**src/rtl/score_counter.sv**
```systemverilog
// rtl/score_counter.sv - serial BCD score accumulator with frame-stable display and extra-life pulse
module score_counter #(
  parameter int GOLD_H       = 2,
  parameter int DIAMOND_H    = 1,
  parameter int MONSTER_H    = 5,
  parameter int LIFE_EVERY_K = 2
) (
  input  logic       clk,
  input  logic       resetN,
  input  logic       startOfFrame,
  input  logic       score_clear,
  input  logic       player_eat_gold,
  input  logic       player_eat_dimond,
  input  logic       monster_killed,
  output logic [3:0] digit_thousands,
  output logic [3:0] digit_hundreds,
  output logic [3:0] digit_tens,
  output logic [3:0] digit_singles,
  output logic       extra_life,
  output logic       busy,
  output logic       pending_overflow
);

  localparam int LW = (LIFE_EVERY_K > 1) ? $clog2(LIFE_EVERY_K) : 1;

  typedef enum logic {IDLE = 1'b0, ADD = 1'b1} state_t;

  state_t        state;
  state_t        next_state;
  logic [7:0]    pending;
  logic [3:0]    work_th;
  logic [3:0]    work_hu;
  logic [LW-1:0] life_cnt;

  logic [9:0]    add_sum;
  logic [9:0]    pend_calc;
  logic          pend_sat;
  logic [7:0]    pend_next;
  logic          at_max;
  logic          incr;
  logic          carry;
  logic          life_wrap;

  // Scores are always whole hundreds, so the low digits are fixed at zero.
  assign digit_tens    = 4'd0;
  assign digit_singles = 4'd0;

  // Pending arithmetic: all events add at once, ADD drains one hundred per cycle, clamp at 255.
  always_comb begin
    add_sum   = (player_eat_gold   ? 10'(GOLD_H)    : 10'd0)
              + (player_eat_dimond ? 10'(DIAMOND_H) : 10'd0)
              + (monster_killed    ? 10'(MONSTER_H) : 10'd0);
    pend_calc = {2'b00, pending} + add_sum - {9'd0, (state == ADD)};
    pend_sat  = (pend_calc > 10'd255);
    pend_next = pend_sat ? 8'hFF : pend_calc[7:0];
    at_max    = (state == ADD) && (work_th == 4'd9) && (work_hu == 4'd9);
  end

  // State register.
  always_ff @(posedge clk or negedge resetN) begin
    if (!resetN) begin
      state <= IDLE;
    end else begin
      state <= next_state;
    end
  end

  // Next-state: start draining once something is queued, stop when the queue empties or score is maxed.
  always_comb begin
    next_state = state;
    case (state)
      IDLE: if (pending != 8'd0) next_state = ADD;
      ADD:  if (at_max || (pend_next == 8'd0)) next_state = IDLE;
      default: next_state = IDLE;
    endcase
    if (score_clear) next_state = IDLE;
  end

  // Outputs of the FSM: busy flag, increment enable, thousands carry and life wrap.
  always_comb begin
    busy      = (state == ADD);
    incr      = (state == ADD) && !at_max;
    carry     = incr && (work_hu == 4'd9);
    life_wrap = carry && (life_cnt == LW'(LIFE_EVERY_K - 1));
  end

  // Pending queue and sticky overflow flag; reaching the score ceiling throws queued points away.
  always_ff @(posedge clk or negedge resetN) begin
    if (!resetN) begin
      pending          <= 8'd0;
      pending_overflow <= 1'b0;
    end else if (score_clear) begin
      pending          <= 8'd0;
      pending_overflow <= 1'b0;
    end else if (at_max) begin
      pending <= 8'd0;
    end else begin
      pending <= pend_next;
      if (pend_sat) pending_overflow <= 1'b1;
    end
  end

  // Working BCD score, one hundred per ADD cycle with decimal carry into thousands.
  always_ff @(posedge clk or negedge resetN) begin
    if (!resetN) begin
      work_th <= 4'd0;
      work_hu <= 4'd0;
    end else if (score_clear) begin
      work_th <= 4'd0;
      work_hu <= 4'd0;
    end else if (incr) begin
      if (work_hu == 4'd9) begin
        work_hu <= 4'd0;
        work_th <= work_th + 4'd1;
      end else begin
        work_hu <= work_hu + 4'd1;
      end
    end
  end

  // Thousands-carry counter; extra_life fires on the same edge the counter wraps.
  always_ff @(posedge clk or negedge resetN) begin
    if (!resetN) begin
      life_cnt   <= '0;
      extra_life <= 1'b0;
    end else if (score_clear) begin
      life_cnt   <= '0;
      extra_life <= 1'b0;
    end else begin
      extra_life <= life_wrap;
      if (carry) life_cnt <= life_wrap ? '0 : life_cnt + LW'(1);
    end
  end

  // Display shadow: only updates at frame boundaries so the renderer never sees a mid-frame change.
  always_ff @(posedge clk or negedge resetN) begin
    if (!resetN) begin
      digit_thousands <= 4'd0;
      digit_hundreds  <= 4'd0;
    end else if (score_clear) begin
      digit_thousands <= 4'd0;
      digit_hundreds  <= 4'd0;
    end else if (startOfFrame) begin
      digit_thousands <= work_th;
      digit_hundreds  <= work_hu;
    end
  end

endmodule

```
**config.mk**
```make
export PLATFORM = sky130hd
export DESIGN_NAME = score_counter
export DESIGN_NICKNAME = d
export VERILOG_FILES = /design/src/rtl/score_counter.sv
export SDC_FILE = /design/constraint.sdc
export NUM_CORES = 1
export LEC_CHECK = 0
export CORE_MARGIN = 1.5
export CORE_UTILIZATION = 32
export CTS_BUF_LIST = sky130_fd_sc_hd__clkbuf_16
export CTS_CLUSTER_SIZE = 14
export DETAILED_ROUTE_END_ITERATION = 10
export PLACE_DENSITY = 0.62
export SYNTH_ARGS = -nofsm -noshare
export SYNTH_HDL_FRONTEND = slang
export SYNTH_SLANG_ARGS = --single-unit
```
**constraint.sdc**
```tcl
create_clock -name clk -period 6 [get_ports clk]
set_input_delay 0.6 -clock clk [delete_from_list [all_inputs] [get_ports clk]]
set_output_delay 0.6 -clock clk [all_outputs]
set_load 0.01 [all_outputs]
```
; ---- After elaboration in Yosys (flattened, before gate mapping)
; Index checks and enable logic that the tools add are counted.
[totals]
ff_bits = 28
latchBits = 0
mem_bits_rw = 0
romBits = 0
out_inout_bits = 19
wordCells = 64
memories = 0
[op_classes]
addsub = 7
n_mul = 0
n_div = 0
order_cmp = 1
eq_ne = 3
shifts = 0
mux = 27
n_bitwise = 1
reduce_logical = 16
[op_table]
columns = cell, count
row1 = two-way mux 4 bit, 10
row2 = two-way mux 8 bit, 3
row3 = two-way mux 1 bit, 11
row4 = "greater-than comparator 10 x 8 -> 1 bit, second input constant", 1
row5 = nonzero test 2 bit, 5
row6 = subtractor 9 x 1 -> 10 bit, 1
row7 = adder 8 x 4 -> 9 bit, 1
row8 = "adder 4 x 1 -> 4 bit, second input constant", 2
row9 = "equality test 4 bit, second input constant", 2
row10 = logical NOT 8 bit, 1
row11 = nonzero test 8 bit, 1
row12 = logical AND 1 bit, 5
row13 = adder 3 x 3 -> 4 bit, 1
row14 = AND reduction 2 bit, 2
row15 = adder 2 x 1 -> 3 bit, 1
row16 = two-way mux 3 bit, 1
row17 = two-way mux 2 bit, 1
row18 = "inequality test 2 bit, second input constant", 1
row19 = one-hot mux 1 bit (2 select lines), 1
row20 = "adder 1 bit, second input constant", 1
row21 = logical NOT 1 bit, 1
row22 = logical OR 1 bit, 1
row23 = inverter 1 bit, 1

; ---- Logic depth before layout (Yosys ltp)
; Gate-level depths: netlist of run 1.
[depth]
depth_word = 12
depth_mapped = 12
depth_no_buf = 12

; ---- Worst setup path before layout of run 1
; No wires, ideal clock.
[synth_timing]
kind = input -> register
startpoint = in monster_killed
endpoint = reg state (netlist: busy)
setup_ps = 136
t_arrival_ps = 2687
path_slack_ps = 3177
cell_stages = 12
path_buffers = 0
cell_sequence = inv_1 ha_1 inv_1 fa_1 inv_1 fa_1 nand2b_1 a21bo_1 a211o_1 a21oi_4 a21boi_4 a31oi_1
[synth_via]
elab_chain_len = 11
[synth_lines]
columns = item, line_no
row1 = start: declaration, 14  ; input logic monster_killed,
row2 = two-way mux 3 bit (*), 52  ; + (monster_killed ? 10'(MONSTER_H) : 10'd0);
row3 = adder 3 x 3 -> 4 bit (*), 52
row4 = adder 8 x 4 -> 9 bit (*), 53  ; pend_calc = {2'b00, pending} + add_sum - {9'd0, (state == ADD)};
row5 = subtractor 9 x 1 -> 10 bit (*), 53
row6 = greater-than comparator 10 x 8 -> 1 bit, 54  ; pend_sat = (pend_calc > 10'd255);
row7 = two-way mux 8 bit (*), 55  ; pend_next = pend_sat ? 8'hFF : pend_calc[7:0];
row8 = logical NOT 8 bit (*), 73  ; ADD: if (at_max || (pend_next == 8'd0)) next_state = IDLE;
row9 = logical OR 1 bit (*), 73
row10 = two-way mux 1 bit (*), 73
row11 = one-hot mux 1 bit (2 select lines) (*), 71  ; case (state)
row12 = two-way mux 1 bit (*), 76  ; if (score_clear) next_state = IDLE;
row13 = net next_state, 29  ; state_t next_state;
row14 = end signal: assignment, 64  ; state <= next_state;
row15 = end: declaration, 28  ; state_t state;
; Mark *: on every way through the listed nets, which the timed path passes. The rest lies on a longest branch.
; A chain may end at the register's enable or synchronous reset.

; ---- Final worst setup path of run 1
; Same ends and word-level chain as after synthesis.

==> results of run 1 <==
-- synth_stat cells (2+ instances only) --
cell / number
sky130_fd_sc_hd__nor3_1: 2
sky130_fd_sc_hd__nor2_1: 27
sky130_fd_sc_hd__a21oi_1: 16
sky130_fd_sc_hd__and3_1: 2
sky130_fd_sc_hd__mux2i_1: 9
sky130_fd_sc_hd__dfrtp_1: 28
sky130_fd_sc_hd__o31ai_1: 2
sky130_fd_sc_hd__o21ai_0: 5
sky130_fd_sc_hd__xnor2_1: 5
sky130_fd_sc_hd__nand2_1: 9
sky130_fd_sc_hd__inv_1: 22
sky130_fd_sc_hd__nor4_1: 3
sky130_fd_sc_hd__fa_1: 2
sky130_fd_sc_hd__xor2_1: 3
sky130_fd_sc_hd__nand2b_1: 2
sky130_fd_sc_hd__clkbuf_1: 4
sky130_fd_sc_hd__nand3_1: 2
sky130_fd_sc_hd__o21a_2: 2
sky130_fd_sc_hd__or3_1: 4
sky130_fd_sc_hd__buf_4: 8
sky130_fd_sc_hd__a211oi_1: 2
sky130_fd_sc_hd__ha_1: 17
-- power by group through the flow --
stage	Combinational, µW	Clock, µW	Sequential, µW
6_report	627	149	250
5_1_grt	695	161	255
4_1_cts	626	154	251
3_5_place_dp	623	0	254
3_3_place_gp	617	0	254
2_1_floorplan	505	0	247
-- stage by stage --
step	cells	hold WS (ns)	cell area [µm²]
2_1_floorplan	204	0.304	1860
3_3_place_gp	282	0.493	2060
5_1_grt	286	0.520	2140
3_5_place_dp	282	0.476	2060
4_1_cts	286	0.506	2140
6_report	286	0.501	2140
-- layer usage --
metal | wire length, µm | global-route usage, %
met1 | 1760 | 16.5
met2 | 1550 | 18.4
met3 | 100 | 2.87
met4 | 25 | 2.14
met5 | 0 | 0
-- registers in the layout, indices dropped and copies added (netlist names) --
signal / flops
pending: 8
digit_hundreds: 4
digit_thousands: 4
work_hu: 4
work_th: 4
busy: 1
extra_life: 1
life_cnt: 1
pending_overflow: 1
-- layout make-up --
type	instances	area (µm²)
multi-input cells	142	1010
flip-flops and latches	28	701
inverters	22	82.6
well taps	72	90.1
clock buffers	3	75.1
repair buffers	18	178
clock inverters	1	3.75
fillers	590	3400
-- final timing paths --
| check | startpoint | end | slack, ns |
|---|---|---|---|
| min in group asynchronous | resetN | digit_hundreds[0] | 0.72 |
| hold / removal | pending_overflow | pending_overflow | 0.50 |
| setup reg to reg | busy | busy | 3.16 |
| setup / recovery | monster_killed | busy | 2.81 |
| hold reg to reg | pending_overflow | pending_overflow | 0.50 |
| max in group asynchronous | resetN | pending[5] | 5.02 |
-- cell families after synthesis --
family / after synthesis / share of synthesized area [%]
AOI/OAI and AO/OA: 42 / 16.3
muxes: 9 / 4.90
xor gates and xnor gates: 8 / 3.81
DFF: 28 / 38.1
adders and majority gates: 19 / 13.8
and+or+nand+nor: 56 / 14.4
other: 1 / 0.204
buffers and inverters: 34 / 8.58
==> reports/metrics.yaml, run 1 <==
holdBufCountCts: 0
detail_route_antenna_nets: 0
number_of_antenna_violations_at_the_first_check_in_global_routing: 0
sw_share_pct: 42.9
power.net_switching_uw: 440
cp_data_required_time_ns: 6.13
finished_core_util_pct: 38.6
dr_total_vias: 1351
clock_tree.buffer_depth: 2
gr-usage-all-layers_pct: 11.7
synth.cell_area_um2: 1840
dieArea_um2: 6210
crit_fanout: 8
sequentialPowerShare_pct: 24.4
reg2regPathDepth: 11
num_rows: 27
final-max-slew-violation-count: 0
whs_path_depth: 1
timing.critical_path.arrival_ns: 3.32
io_pins: 26
clock-root-buffer: "sky130_fd_sc_hd__clkbuf_16"
run_status: "complete, no violations"
area_growth_pct: 16.2
slew_headroom_pct: 56.0
crit_chain: "clkdlybuf4s50_1 > inv_1 > ha_1 > inv_1 > fa_1 > inv_1 > fa_1 > nand2b_1 > a21bo_1 > a211o_1 > a21oi_4 > a21boi_4 > a31oi_1"
async_s_r_ff_share_synth_pct: 100
sequential_to_total_area_share_from_yosys_stat_pct: 38.1
cts.reportedPaths.clkPinSlew_ns: 0.07
syn_area_per_cell_um2: 9.33
report.final.hold_viol_count: 0
worst-path-buf-inv: 4
timing.final.ws_setup_ns: 2.81
first_global_vias: 1248
chipWidth_um: 78.8
dp_slack_ns: 2.54
critical_path_depth: 13
number_of_clock_sinks_seen_by_cts: 28
detail_route.wl_per_cell_um: 12.0
mostFrequentLayoutCell: "sky130_fd_sc_hd__dfrtp_1"
critPathSlowestCell: "sky130_fd_sc_hd__clkdlybuf4s50_1"
design.final.nets: 241
critical-path-top-delay-family: "compound AO/OA/AOI/OAI gates"
timing.final.setup_violations: 0
post_cts.resized_instances: 0
rsz0062_at_grt: "no"
hold_class: "flop to flop"
start_util_pct: 33.2
tritoncts: "built"
chip_height_um: 78.8
buffers_inserted_during_post_cts_setup_optimization: 0
num_antenna_cells: 0
grt_start_max_net_pins: 29
synthesis.instances: 197
ys_seq_elements: 28
power.combinational.fraction_pct: 61.1
drt-initial-drc-count: 47
power.density_nw_per_um2: 480
globalRoute.totalOverflow: 0
commonest_cells_after_routing_fill_and_taps_aside: "sky130_fd_sc_hd__dfrtp_1 (28), sky130_fd_sc_hd__nor2_1 (27), sky130_fd_sc_hd__inv_1 (22)"
pwr-share-clk_pct: 14.5
buffer_ports.inserted: 17
period_minus_slack_ns: 3.19
wire_length_of_the_first_global_routing_pass_um: 5820
synth.top_cells.by_area: "sky130_fd_sc_hd__dfrtp_1 (38%), sky130_fd_sc_hd__ha_1 (12%), sky130_fd_sc_hd__nor2_1 (5.5%), sky130_fd_sc_hd__mux2i_1 (4.9%), sky130_fd_sc_hd__inv_1 (4.5%)"
drive_gt1_share_pct: 4.67
maxClockFrequency_mhz: 314
tns_ns: 0
irDropWorstVdd_uv: 209
htree_num_levels: 1
final.setup_skew_ns: 0.00428
setup.worst_path.class: "input pin to flop"
dpl_wire_length_um: 2590
place_congestion: 0.798
power_report.internal_total_uw: 586
design_power_total_uw: 1030
detailedRoute.firstPassIterationCount: 4
cts-buffers-inserted: 3
insertion_delay_ns: 0.26
totalWireLength_um: 3430
period_share_pct: 53.1
crit_path_end_kind: "flop"
crit_path_frequent_cell: "sky130_fd_sc_hd__inv_1"
cell_taking_the_most_area_after_synthesis: "sky130_fd_sc_hd__dfrtp_1"
cap_viol_max_count: 0
yosys.area.top_type_share_pct: 38.1
setup.worst_path.start_class: "input pin"
worst_slew_pin_slew_ns: 0.658
core_region_area_um2: 5540
ys.warnings.count: 0
yosysUniqueCellTypes: 43
drc: 0
slowest_delay_ns: 0.46
viasPerCell: 4.72
p_leak_uw: 0.00100
post_synth_edffs: 0
synthFlopType: "sky130_fd_sc_hd__dfrtp_1"
Power figures use the tool's default switching activity.
==> inputs of run 2 (changes only) <==
Clock period 6 ns to 3 ns, I/O delays scaled along.
==> reports/metrics.yaml, run 2 (synthesized netlist as in run 1, its figures left out) <==
io_pins: 26  # unchanged
slew_headroom_pct: 60.3  # +4.3 points
number_of_antenna_violations_at_the_first_check_in_global_routing: 0  # unchanged
hold_class: "input pin to asynchronous set/reset pin"
holdBufCountCts: 0  # unchanged
timing.critical_path.to: "pending[0]"
cp_data_required_time_ns: 3.19  # -2.94 ns
regMostFlops: "pending"
period_share_pct: 90.5
globalRoute.totalOverflow: 0  # unchanged
gr-usage-all-layers_pct: 12.2  # +0.53 points
cts.reportedPaths.clkPinSlew_ns: 0.07  # about the same
rsz0062_at_grt: "no"
totalWireLength_um: 3500  # +2.0%
start_util_pct: 33.2  # unchanged
timing.critical_path.arrival_ns: 2.90  # -0.42 ns
regArea_um2: 701  # unchanged
commonest_cells_after_routing_fill_and_taps_aside: "sky130_fd_sc_hd__dfrtp_1 (28), sky130_fd_sc_hd__nor2_1 (27), sky130_fd_sc_hd__inv_1 (22)"
num_antenna_cells: 0  # unchanged
worst_r2r_endpoint: "pending[0]"
mostFrequentLayoutCell: "sky130_fd_sc_hd__dfrtp_1"
reg2regPathDepth: 11  # unchanged
post_cts.resized_instances: 0  # unchanged
setup.worst_path.class: "input pin to flop"
tritoncts: "built"
setup.worst_path.start_class: "input pin"
p_leak_uw: 0.00104  # +3.7%
detail_route_antenna_nets: 0  # unchanged
buffer_ports.inserted: 17  # unchanged
chip_height_um: 78.8  # unchanged
period_minus_slack_ns: 2.71
worst_slew_pin_slew_ns: 0.588  # -0.0699 ns
place_congestion: 0.784  # -1.7%
num_rows: 27  # unchanged
report.final.hold_viol_count: 0  # unchanged
wire_length_of_the_first_global_routing_pass_um: 6070  # +4.3%
chipWidth_um: 78.8  # unchanged
buffers_inserted_during_post_cts_setup_optimization: 0  # unchanged
grt_start_max_net_pins: 29  # unchanged
core_region_area_um2: 5540  # unchanged
maxClockFrequency_mhz: 368
design_power_total_uw: 2200  # +110%
run_status: "complete, no violations"
multi_input_comb_area_um2: 1010  # unchanged
timing.final.setup_violations: 0  # unchanged
area_growth_pct: 19.7
drt-initial-drc-count: 76  # +62%
detail_route.wl_per_cell_um: 12.0  # +0.23%
irDropWorstVdd_uv: 452  # +120%
crit_path_end_kind: "flop"
design.final.nets: 246  # +2.1%
crit_fanout: 7  # -1
clock-root-buffer: "sky130_fd_sc_hd__clkbuf_16"
final.setup_skew_ns: 0.00415  # -0.000131 ns
power.density_nw_per_um2: 998  # +110%
insertion_delay_ns: 0.26  # about the same
reg2reg_from: "busy"
dieArea_um2: 6210  # unchanged
final-max-slew-violation-count: 0  # unchanged
r2r_setup_slack_ns: 0.41  # -2.75 ns
dr_total_vias: 1364  # +0.96%
cap_viol_max_count: 0  # unchanged
tns_ns: 0  # unchanged
cts-buffers-inserted: 3  # unchanged
dpl_wire_length_um: 2660  # +2.7%
number_of_clock_sinks_seen_by_cts: 28  # unchanged
critical_path_start: "monster_killed"
clock_tree.buffer_depth: 2  # unchanged
largest_register_ff_count: 8  # unchanged
fill_cells: 563  # -4.6%
final_standard_cell_area_without_fillers_um2: 2200  # +3.0%
drc: 0  # unchanged
first_global_vias: 1297  # +3.9%
detailedRoute.firstPassIterationCount: 4  # unchanged
placed_area_um2: 2090  # +1.8%
viasPerCell: 4.69  # -0.77%
drive_gt1_share_pct: 7.31  # +2.6 points
htree_num_levels: 1  # unchanged
[run 2: cell count changes in the layout (fill, tap and decap cells not counted)]
cell	delta
sky130_fd_sc_hd__clkinv_1	-1
sky130_fd_sc_hd__buf_4	+5
sky130_fd_sc_hd__bufinv_16	+1
[run 2: how the worst min path moves through the flow]
stage                                start                 to  slack (ns)  depth (start not counted)
final                               resetN  digit_hundreds[2]        0.42                          2
after global routing                resetN  digit_hundreds[2]        0.46                          2
after CTS                           resetN  digit_hundreds[2]        0.43                          2
after detailed placement  pending_overflow   pending_overflow        0.48                          1
after global placement    pending_overflow   pending_overflow        0.49                          1
after floorplan                     resetN               busy       0.004                          0
[run 2: area by class of cell]
cell class | count | area share (%)
clock buffer | 3 | 3.41
multi-input combinational | 142 | 45.7
tap | 72 | 4.10
sequential | 28 | 31.9
timing repair buffer | 23 | 9.78
clock inverter | 1 | 1.37
inverter | 22 | 3.75
[run 2: metal layers]
layer / vias to the layer above / track usage, % / part of all wire [%]
li1: 698 / - / -
met1: 642 / 17.0 / 50
met2: 20 / 19.2 / 46
met3: 4 / 2.99 / 3.1
met4: 0 / 2.68 / 0.69
met5: - / 0 / 0
[run 2: through the flow]
stage          utilization, %  hold slack, ns  std cells  setup slack (ns)
3_3_place_gp             37.8           0.485        287            0.0354
2_1_floorplan               -         0.00441        204             0.348
6_report                 39.7           0.417        291             0.286
5_1_grt                  39.7           0.457        291            0.0945
3_5_place_dp             37.8           0.479        287          -0.00241
4_1_cts                  39.7           0.435        291             0.269
[run 2: power breakdown]
group          internal (µW)  switching [µW]  total (µW)  leakage [µW]
Combinational            593             708        1300      0.000618
Clock                    266             130         396     0.0000511
Sequential               446            53.4         499      0.000370
Total                   1300             892        2200       0.00104
[run 2: worst max-delay path: stages]
cell and delay, ns:
sky130_fd_sc_hd__clkdlybuf4s50_1 0.45, sky130_fd_sc_hd__inv_1 0.05, sky130_fd_sc_hd__ha_1 0.28, sky130_fd_sc_hd__inv_1 0.07
sky130_fd_sc_hd__fa_1 0.18, sky130_fd_sc_hd__inv_1 0.05, sky130_fd_sc_hd__fa_1 0.37, sky130_fd_sc_hd__nand2b_1 0.19
sky130_fd_sc_hd__a21boi_1 0.22, sky130_fd_sc_hd__a2bb2oi_1 0.33, sky130_fd_sc_hd__a21oi_4 0.09, sky130_fd_sc_hd__buf_4 0.17
sky130_fd_sc_hd__a21oi_1 0.15
